$ cat config.mk
export PLATFORM = sky130hd
export DESIGN_NAME = minirv_lsu
export DESIGN_NICKNAME = d
export VERILOG_FILES = /design/src/rtl/minirv_lsu.sv
export SDC_FILE = /design/constraint.sdc
export NUM_CORES = 1
export LEC_CHECK = 0
export BUFFER_PORTS_ARGS = -buffer_cell sky130_fd_sc_hd__buf_2
export CORE_UTILIZATION = 42
export CTS_CLUSTER_SIZE = 30
export DETAILED_ROUTE_END_ITERATION = 12
export GPL_ROUTABILITY_DRIVEN = 1
export PLACE_DENSITY = 0.76
export SLEW_MARGIN = 20
export SYNTH_ARGS = -nofsm -noshare
export SYNTH_HDL_FRONTEND = slang
export SYNTH_SLANG_ARGS = --single-unit
$ cat constraint.sdc
create_clock -name clk -period 1.89 [get_ports clk]
set_clock_uncertainty 0.15 [all_clocks]
set_input_delay 0.189 -clock clk [delete_from_list [all_inputs] [get_ports clk]]
set_output_delay 0.189 -clock clk [all_outputs]
set_load 0.01 [all_outputs]
$ cat src/rtl/minirv_lsu.sv
// miniRV load/store unit: issues one LW/LBU/SW/SB to a word-addressed data memory
// over a req/gnt/rvalid handshake and stalls the core while the access is in flight.
module minirv_lsu (
  input  logic        clk,
  input  logic        rst,
  input  logic        ex_valid,
  input  logic        ex_load,
  input  logic        ex_store,
  input  logic        ex_byte,
  input  logic [31:0] ex_addr,
  input  logic [31:0] ex_wdata,
  output logic        lsu_busy,
  output logic        lsu_done,
  output logic        lsu_err,
  output logic [31:0] lsu_rdata,
  output logic        mem_req,
  output logic        mem_we,
  output logic [31:0] mem_addr,
  output logic [31:0] mem_wdata,
  output logic [3:0]  mem_wmask,
  input  logic        mem_gnt,
  input  logic        mem_rvalid,
  input  logic [31:0] mem_rdata
);

  typedef enum logic [1:0] {IDLE, REQ, WAIT, DONE} state_t;

  state_t      state;
  logic        is_load;
  logic        is_byte;
  logic [1:0]  lane;
  logic        op_valid;
  logic        op_illegal;
  logic [7:0]  lane_byte;
  logic [31:0] load_data;

  // NOTE: every always_comb output gets a value on every path, so no latch is inferred.
  always_comb begin
    op_valid   = ex_valid & (ex_load | ex_store);
    op_illegal = (ex_load & ex_store) | (~ex_byte & (ex_addr[1:0] != 2'b00));
    lane_byte  = mem_rdata[7:0];
    case (lane)
      2'd1:    lane_byte = mem_rdata[15:8];
      2'd2:    lane_byte = mem_rdata[23:16];
      2'd3:    lane_byte = mem_rdata[31:24];
      default: lane_byte = mem_rdata[7:0];
    endcase
    load_data = is_byte ? {24'b0, lane_byte} : mem_rdata;
  end

  // The stall must be visible in the same cycle the request is presented.
  assign lsu_busy = (state == IDLE && op_valid) || state == REQ || state == WAIT;

  // NOTE: sequential state uses non-blocking assignments so all registers update together.
  always_ff @(posedge clk) begin
    if (rst) begin
      state     <= IDLE;
      is_load   <= 1'b0;
      is_byte   <= 1'b0;
      lane      <= 2'd0;
      mem_req   <= 1'b0;
      mem_we    <= 1'b0;
      mem_addr  <= 32'd0;
      mem_wdata <= 32'd0;
      mem_wmask <= 4'd0;
      lsu_done  <= 1'b0;
      lsu_err   <= 1'b0;
      lsu_rdata <= 32'd0;
    end else begin
      lsu_done <= 1'b0;
      lsu_err  <= 1'b0;
      case (state)
        IDLE: begin
          if (op_valid) begin
            if (op_illegal) begin
              state     <= DONE;
              lsu_done  <= 1'b1;
              lsu_err   <= 1'b1;
              lsu_rdata <= 32'd0;
            end else begin
              state    <= REQ;
              is_load  <= ex_load;
              is_byte  <= ex_byte;
              lane     <= ex_addr[1:0];
              mem_req  <= 1'b1;
              mem_we   <= ex_store;
              mem_addr <= {ex_addr[31:2], 2'b00};
              if (ex_store) begin
                mem_wmask <= ex_byte ? (4'b0001 << ex_addr[1:0]) : 4'hF;
                mem_wdata <= ex_byte ? {4{ex_wdata[7:0]}} : ex_wdata;
              end else begin
                mem_wmask <= 4'd0;
                mem_wdata <= 32'd0;
              end
            end
          end
        end
        REQ: begin
          if (mem_gnt) begin
            mem_req <= 1'b0;
            if (!is_load) begin
              state    <= DONE;
              lsu_done <= 1'b1;
            end else if (mem_rvalid) begin
              state     <= DONE;
              lsu_done  <= 1'b1;
              lsu_rdata <= load_data;
            end else begin
              state <= WAIT;
            end
          end
        end
        WAIT: begin
          if (mem_rvalid) begin
            state     <= DONE;
            lsu_done  <= 1'b1;
            lsu_rdata <= load_data;
          end
        end
        DONE:    state <= IDLE;
        default: state <= IDLE;
      endcase
    end
  end

endmodule

* Yosys cells after proc, flatten, opt, wreduce, memory -nomap -nowiden
Index checks and enable logic that the tools add are counted.
Operators by class: reductions and logical operators 12, bitwise logic cells 8, shifts and indexed selects 1, eq/ne operators 12, mux-type cells 29
Operators with widths (number):
- 32-bit two-way mux | 8
- 32-bit one-hot mux with 3 select lines | 1
- 8-bit one-hot mux with 3 select lines | 1
- 2-bit != test, second input constant | 6
- 1-bit two-way mux | 10
- 2-bit equality test, second input constant | 4
- 2-bit two-way mux | 4
- 4-bit two-way mux | 2
- 2-bit one-hot mux with 4 select lines | 1
- 3-bit AND reduction | 2
- 5-bit AND reduction | 1
- 2-bit by 1-bit equality test with 1-bit output, second input constant | 2
- 4-bit AND reduction | 1
- 2-bit nonzero test | 2
- 1-bit by 2-bit left shift with 4-bit output, first input constant | 1
- 1-bit bitwise AND | 3
- 1-bit inverter | 3
- 1-bit one-hot mux with 3 select lines | 1
- 3-bit nonzero test | 1
- 2-bit logical NOT | 1
- 1-bit logical OR | 2
- 1-bit OR | 2
- 1-bit one-hot mux with 2 select lines | 1
- 2-bit OR reduction | 1
- 1-bit logical AND | 1
Word-level totals: output and inout port bits 105, bits in registers 108, input port bits 104

* Logic depth before layout (Yosys ltp)
Gate-level depths: netlist of run 1.
depth in word-level cells 7, depth in mapped cells 9, gate-level depth less buffers 6

* Worst setup path after synthesis of run 1
OpenSTA, ideal clock, no wires.
path type register to register, start point reg state[0], end point reg lsu_rdata[11], arrival time 1.743 ns, library setup time 0.117 ns, path slack -0.120 ns, cell stages (with the launch flop) 10, required time 1.623 ns, path through dfxtp_1 -> inv_1 -> ha_1 -> nor2b_1 -> buf_2 -> nor2b_1 -> and4_1 -> buf_6 -> buf_8 -> a22o_1
Between the ends: cells in the longest elaborated chain, start to end 3, elaborated cells between the ends (all ways) 10, those cells by class eq/ne: 6; mux: 1; reduce/logical: 3
Ends and longest elaborated chain:
- start: declaration | line 28 | state_t state;
- start signal: assignment | line 57 | state <= IDLE;
- start signal: assignment | line 76 | state <= DONE;
- start signal: assignment | line 81 | state <= REQ;
- 2-bit by 1-bit equality test with 1-bit output, or another cell as far along | line 72 | case (state)
- 2-bit != test (no line) or 3-bit nonzero test (tied branches)
- 5-bit AND reduction (no line)
- end signal: assignment | line 107 | lsu_rdata <= load_data;
- end signal: assignment | line 117 | lsu_rdata <= load_data;
- end: declaration | line 15 | output logic [31:0] lsu_rdata,
Several ways; a longest one is shown, not always the timed one. A chain may end at the register's enable or synchronous reset.

* Final worst setup path of run 1
start point reg state[0], end point out lsu_busy
Between the ends: cells in the longest elaborated chain, start to end 4, elaborated cells between the ends (all ways) 6, those cells by class eq/ne: 2; reduce/logical: 4
Ends and longest elaborated chain:
- 2-bit logical NOT | line 52 | assign lsu_busy = (state == IDLE && op_valid) || state == REQ || state == WAIT;
- 1-bit logical AND | line 52
- 1-bit logical OR | line 52
- 1-bit logical OR (*) | line 52
- end: declaration | line 12 | output logic lsu_busy,
Mark *: on every way between the ends. The rest lies on a longest branch, timed or not.

==> flow_summary.toml, run 1 <==
[status]
status = "finished with violations"
violations = "negative setup slack"

[timing]
period_share_pct = 100.7
rsz0062_at_grt = "true"
tightest_slew_ps = 586.6
setup_viol = 1
hold_viol = 0
setup_slack_ps = -12.90
relSlewSlack_pct = 60.82
max_freq_mhz = 525.5
post-route-min-period_ps = 1903
slew_viol_final = 0

[worst_setup_path]
endpoint_kind = "output pin"
slowest_delay_ps = 390
reg2reg_from = "state[1]"
worstRegToRegCells = 7
reg2reg_to = "lsu_rdata[21]"
path_cells = "inv_6 -> ha_4 -> o211a_4 -> or3_4 -> buf_6"
startpoint_type = "flip-flop"
cp_max_fo = 5
reg2reg_slack_ps = 0
cp-endpoint = "lsu_busy"
cpMaxStageDelayCell = "dfxtp_4"
crit_arrival_ps = 1560
critPathKind = "reg2out"
cp-startpoint = "state[0]"
required_ps = 1550

[die]
die_width_um = 106.3
start_util_pct = 43.89
die_area_um2 = 11310
ios = 209
die_h_um = 106.3
rows = 37
placeableCoreArea_um2 = 10420

[yosys]
synth_area_leaders = "dfxtp_1 (47%), nand2_1 (9.0%), a21oi_1 (7.8%), mux2_2 (5.9%), a22o_1 (3.8%)"
syn_avg_cell_area_um2 = 8.929
ys_types = 46
ys.flop_type = "dfxtp_1"
synth_warnings = 0
yosysSeqAreaShare_pct = 47.29
syn_inst = 512
synth-async-reset-ratio_pct = 0
yosysTopAreaCell = "dfxtp_1"
synth_area_um2 = 4572
synth_edf_count = 0
synth_seq_cells = 108
synth_top_area_share_pct = 47.29

[worst_hold_path]
hold_start = "ex_addr[0]"
min_path_type = "in2reg"

[route]
postRouteAntennaNets = 0
vias_per_cell = 5.222
wl_per_cell_um = 15.87
num_vias = 4752
drtIter0Drc = 278
wirelength_um = 14440
first_pass_iters = 5
drcViolationCount = 0

[place]
portBuffers = 206
place_congestion = 0.7861
dp_hpwl_um = 9099
placed_area_um2 = 5719
place_inst = 825

[final_layout]
area_growth_pct = 46.47
final_common_cell = "buf_2"
layout.cells.non_filler = 910
final.fill_count = 834
final_cell_mix = "buf_2 (205), nand2_1 (110), dfxtp_1 (106)"
layout.nets = 878
multi_input_area_um2 = 2207
seqCellArea_um2 = 2170
stdcell_area_um2 = 6696
antenna_cells = 0
drive_gt1_share_pct = 36.82

[pwr]
ir_drop_mv = 0.4410
p_leak_nw = 2.996
pwr_density_cell_nw_per_um2 = 953.8

[clock_tree]
clock_sinks = 108
cts_buffers = 9
cts_root_buf = "clkbuf_8"
ctsHtreeMaxLevel = 3
clkLatencyLatePin_ps = 360
cts.clk_slew.worst_paths_ps = 110
cts.path.max_buffers = 2
cts_tree = "yes"

[global_route]
grt_pass1_wl_um = 22550
grt_antenna_before_repair = 0
gr-total-overflow = 0
grt_pass1_vias = 4581
grt_max_degree = 86
grt_usage_pct = 25.16

[run]
drv_cap = 0
[area by class of cell]
| cell class | instances | area share, % |
|---|---|---|
| Sequential cell | 108 | 32.40 |
| Tap cell | 136 | 2.541 |
| Timing Repair Buffer | 288 | 28.12 |
| Multi-Input combinational cell | 348 | 32.96 |
| Clock inverter | 7 | 1.233 |
| Inverter | 14 | 0.8969 |
| Clock buffer | 9 | 1.850 |
[worst max-delay path: cells and delay by family, from the launching register on]
family          cells  cell delay [ps]
simple gates        1              330
compound gates      1              150
flops               1              390
fa+ha+maj           1              150
buf+inv             2              180
[worst min-delay path by stage]
stage | to | slack [ps] | depth (start not counted)
final | lane[0] | 10 | 3
after global placement | lsu_rdata[15] | 270 | 2
after detailed placement | lsu_rdata[11] | 280 | 2
after floorplan | lsu_rdata[11] | 170 | 1
after CTS | lsu_rdata[1] | 1 | 3
after global routing | lane[0] | 10 | 3
[repair_timing]
action                                 CTS  global route
buffers inserted                         0             2
hold buffers                            67             0
pin swaps                                1             3
endpoints found under the hold margin   67             0
setup endpoints to repair               23            43
resized for setup                        4            14
[sequential cells by signal, indices dropped and copies added (netlist names)]
signal     flops
mem_req        1
lsu_rdata     32
mem_addr      30
lane           2
lsu_err        1
mem_we         1
is_byte        1
state          2
mem_wdata     32
mem_wmask      4
is_load        1
lsu_done       1
[cell usage after synthesis, types with 2 or more instances]
library cell / count
a21oi_1: 71
nor2_1: 3
dfxtp_1: 108
buf_8: 2
inv_1: 14
clkbuf_1: 23
nand3_1: 35
a22o_1: 20
a22o_2: 4
ha_1: 5
mux2i_1: 17
nand3_2: 3
nand2_1: 110
nor2b_1: 3
a32oi_1: 8
a21boi_0: 2
mux2_2: 24
nand2b_1: 8
o21ai_0: 4
buf_2: 6
buf_1: 2
o211ai_1: 8
buf_4: 9
[through the flow]
stage                     power [mW]  util [%]  TNS, ps  hold slack, ps  worst slack, ps
after floorplan                3.957         -        0           171.6            3.179
after global placement         4.538     54.91        0           272.7            57.75
after detailed placement       4.613     54.91   -144.4           277.7           -93.68
after CTS                      6.215     63.50   -420.1           1.401           -82.48
after global routing           6.708     64.29    -1336           12.54           -77.31
final                          6.387     64.29   -12.90           13.79           -12.90
[logic make-up (layout without fill, tap and decap cells)]
logic type                 Yosys count  count (layout)  synth area share, %
DFF                                108             108                47.29
adders and majority gates            5               5                1.368
AOI/OAI and AO/OA                  130             130                18.91
buffers and inverters               57             318                6.240
and+or+nand+nor                    170             170                16.48
other                                1               2              0.08202
muxes                               41              41                9.633
[where the power goes]
part / internal, mW / total (mW) / switching (mW)
registers: 2.55 / 2.71 / 0.163
logic: 1.06 / 2.21 / 1.15
clock network: 0.637 / 1.47 / 0.833
[per-layer routing]
metal  GRT usage (%)  vias up  share of wire [%]  routed length [µm]
met5               0        -                  0                   0
met4           9.921        0                2.1                 300
met3           5.825       27                7.7                1106
met2           43.69      225                 50                7163
met1           29.83     2213                 41                5874
li1                -     2287                  -                   -
Power figures use the tool's default switching activity.
==> inputs of run 2 (changes only) <==
--- a/config.mk
+++ b/config.mk
@@ -5,8 +5,10 @@
 export SDC_FILE = /design/constraint.sdc
 export NUM_CORES = 1
 export LEC_CHECK = 0
+export ABC_AREA = 1
 export BUFFER_PORTS_ARGS = -buffer_cell sky130_fd_sc_hd__buf_2
-export CORE_UTILIZATION = 42
+export CAP_MARGIN = 20
+export CORE_UTILIZATION = 43
 export CTS_CLUSTER_SIZE = 30
 export DETAILED_ROUTE_END_ITERATION = 12
 export GPL_ROUTABILITY_DRIVEN = 1
==> flow_summary.toml, run 2 <==
[clock_tree]
clock_sinks = 108
cts_buffers = 9
clkLatencyLatePin_ps = 370
cts.clk_slew.worst_paths_ps = 120
cts.path.max_buffers = 2
cts_tree = "yes"
ctsHtreeMaxLevel = 3
cts_root_buf = "clkbuf_8"

[worst_setup_path]
startpoint_type = "flip-flop"
crit_arrival_ps = 2060
worstRegToRegCells = 10
reg2reg_from = "state[1]"
path_cells = "inv_4 -> ha_4 -> nand2_1 -> nand2_1 -> nor2_2 -> nand2_2 -> nor2_4 -> clkbuf_16 -> nand2_1 -> a21oi_2"
reg2reg_to = "lsu_rdata[24]"
slowest_delay_ps = 350
cpMaxStageDelayCell = "dfxtp_2"
critPathTopFamily = "simple AND/OR/NAND/NOR gates"
critPathMostFrequentCell = "nand2_1"
endpoint_kind = "flip-flop"
reg2reg_slack_ps = -10
critPathKind = "reg2reg"
critPathBufInv = 2
required_ps = 2050
cp_max_fo = 8

[die]
ios = 209
die_area_um2 = 11630
placeableCoreArea_um2 = 10890
start_util_pct = 44.23
die_width_um = 107.8
rows = 38
die_h_um = 107.8

[timing]
rsz0062_at_grt = "true"
setup_viol = 1
setup-tns-final_ps = -11.79
post-route-min-period_ps = 1902
slew_viol_final = 0
max_freq_mhz = 525.8
setup_slack_ps = -11.79
period_share_pct = 100.6
hold_viol = 0

[place]
placed_area_um2 = 6008
portBuffers = 206
post-place-ws_ps = 65.56
dp_hpwl_um = 10080
place_congestion = 0.8592

[global_route]
grt_max_degree = 44
grt_pass1_wl_um = 24470
grt_usage_pct = 26.61
grt_pass1_vias = 5354
grt_antenna_before_repair = 0
gr-total-overflow = 0

[yosys]
yosysTopAreaCell = "dfxtp_1"
ys.flop_type = "dfxtp_1"
yosysSeqAreaShare_pct = 44.89
synth_seq_cells = 108
synth_area_leaders = "dfxtp_1 (45%), nand2_1 (16%), a21oi_1 (11%), nor2_1 (8.2%), nand3_1 (5.5%)"
synth_top_area_share_pct = 44.89
syn_avg_cell_area_um2 = 6.831
synth.most_common_cell = "nand2_1"
synth-async-reset-ratio_pct = 0
synth_area_um2 = 4816
yosys-top-cells-count = "nand2_1 (204), dfxtp_1 (108), nor2_1 (105)"
synth_edf_count = 0
synth_warnings = 0
ys_types = 24
syn_inst = 705

[route]
wl_per_cell_um = 14.71
num_vias = 5663
drcViolationCount = 0
drtIter0Drc = 290
postRouteAntennaNets = 0
wirelength_um = 16360
vias_per_cell = 5.093
first_pass_iters = 6

[status]
status = "finished with violations"
violations = "negative setup slack"

[final_layout]
stdcell_area_um2 = 7086
final_common_cell = "buf_2"
seqCellArea_um2 = 2165
area_growth_pct = 47.13
layout.nets = 1076
final.fill_count = 978
drive_gt1_share_pct = 29.12
multi_input_area_um2 = 2400
final_cell_mix = "buf_2 (206), nand2_1 (202), dfxtp_1 (106)"
antenna_cells = 0
largestRegisters = "lsu_rdata: 32 flops, mem_wdata: 32 flops, mem_addr: 30 flops"

[worst_hold_path]
holdPathStages = 5
min_path_type = "in2reg"
holdPathEnd = "lsu_rdata[16]"
hold_start = "mem_rdata[16]"

[pwr]
pwr_density_cell_nw_per_um2 = 1021
ir_drop_mv = 0.5658
p_total_mw = 7.235
p_leak_nw = 3.303

[run]
drv_cap = 0
-- run 2: cell types whose count changed after synthesis, sizes merged, moves of 16 or more --
cell	previous run	this run
a21oi	72	104
a22o	24	0
mux2	24	0
mux2i	17	0
nand2	110	206
nand3	38	54
nor2	3	108
o21ai	5	45
-- run 2: how the worst max path moves through the flow --
stage | slack, ps | startpoint | end | cells after the start
floorplan | -10 | state[0] | lsu_rdata[11] | 11
CTS | 1 | state[1] | lsu_busy | 7
finish | -10 | state[1] | lsu_rdata[24] | 10
global route | -90 | state[1] | lsu_rdata[24] | 10
detailed placement | 70 | state[1] | lsu_rdata[14] | 10
global placement | 130 | state[1] | lsu_rdata[0] | 10
-- run 2: logic make-up after synthesis --
group | synth area share [%]
other | 0.07787
AOI/OAI and AO/OA | 15.72
buffers and inverters | 7.119
adders and majority gates | 1.299
and+or+nand+nor | 30.89
DFF | 44.89
-- run 2: timing repair --
action / CTS / global route
hold buffers: 61 / 0
pin swaps: 0 / 10
cloned: 0 / 6
setup endpoints to repair: 1 / 66
setup buffers: 0 / 5
endpoints found under the hold margin: 61 / 0
resized for setup: 1 / 26
-- run 2: per-stage QoR --
stage / utilization [%] / std cells / hold slack (ps)
floorplan: - / 706 / 182.8
global placement: 55.18 / 1024 / 274.7
detailed placement: 55.18 / 1024 / 287.8
CTS: 62.50 / 1101 / 0.8518
global route: 65.08 / 1112 / 11.47
finish: 65.08 / 1112 / 16.24
-- run 2: final cells by class --
class / count / area share [%]
Inverter: 22 / 1.201
Clock inverter: 6 / 0.7946
Timing Repair Buffer: 299 / 29.31
Sequential cell: 108 / 30.55
Clock buffer: 10 / 1.801
Multi-Input combinational cell: 527 / 33.87
Tap cell: 140 / 2.472
-- run 2: layer usage --
| layer | vias up | share of wire [%] | global-route usage (%) |
|---|---|---|---|
| li1 | 2783 | - | - |
| met1 | 2544 | 40 | 30.73 |
| met2 | 291 | 49 | 45.83 |
| met3 | 45 | 7.9 | 6.598 |
| met4 | 0 | 3.0 | 12.62 |
| met5 | - | 0 | 0 |
-- run 2: power breakdown --
part	internal, mW	switching, mW	total [mW]
Sequential	2.61	0.174	2.79
Clock	0.509	0.853	1.36
Combinational	1.32	1.77	3.09
Total	4.44	2.80	7.23
-- run 2: worst register-to-register path, stage by stage, from the launching register on --
cell,delay [ps]
dfxtp_2,350
inv_4,90
ha_4,200
nand2_1,70
nand2_1,60
nor2_2,140
nand2_2,90
nor2_4,260
clkbuf_16,230
nand2_1,80
a21oi_2,140
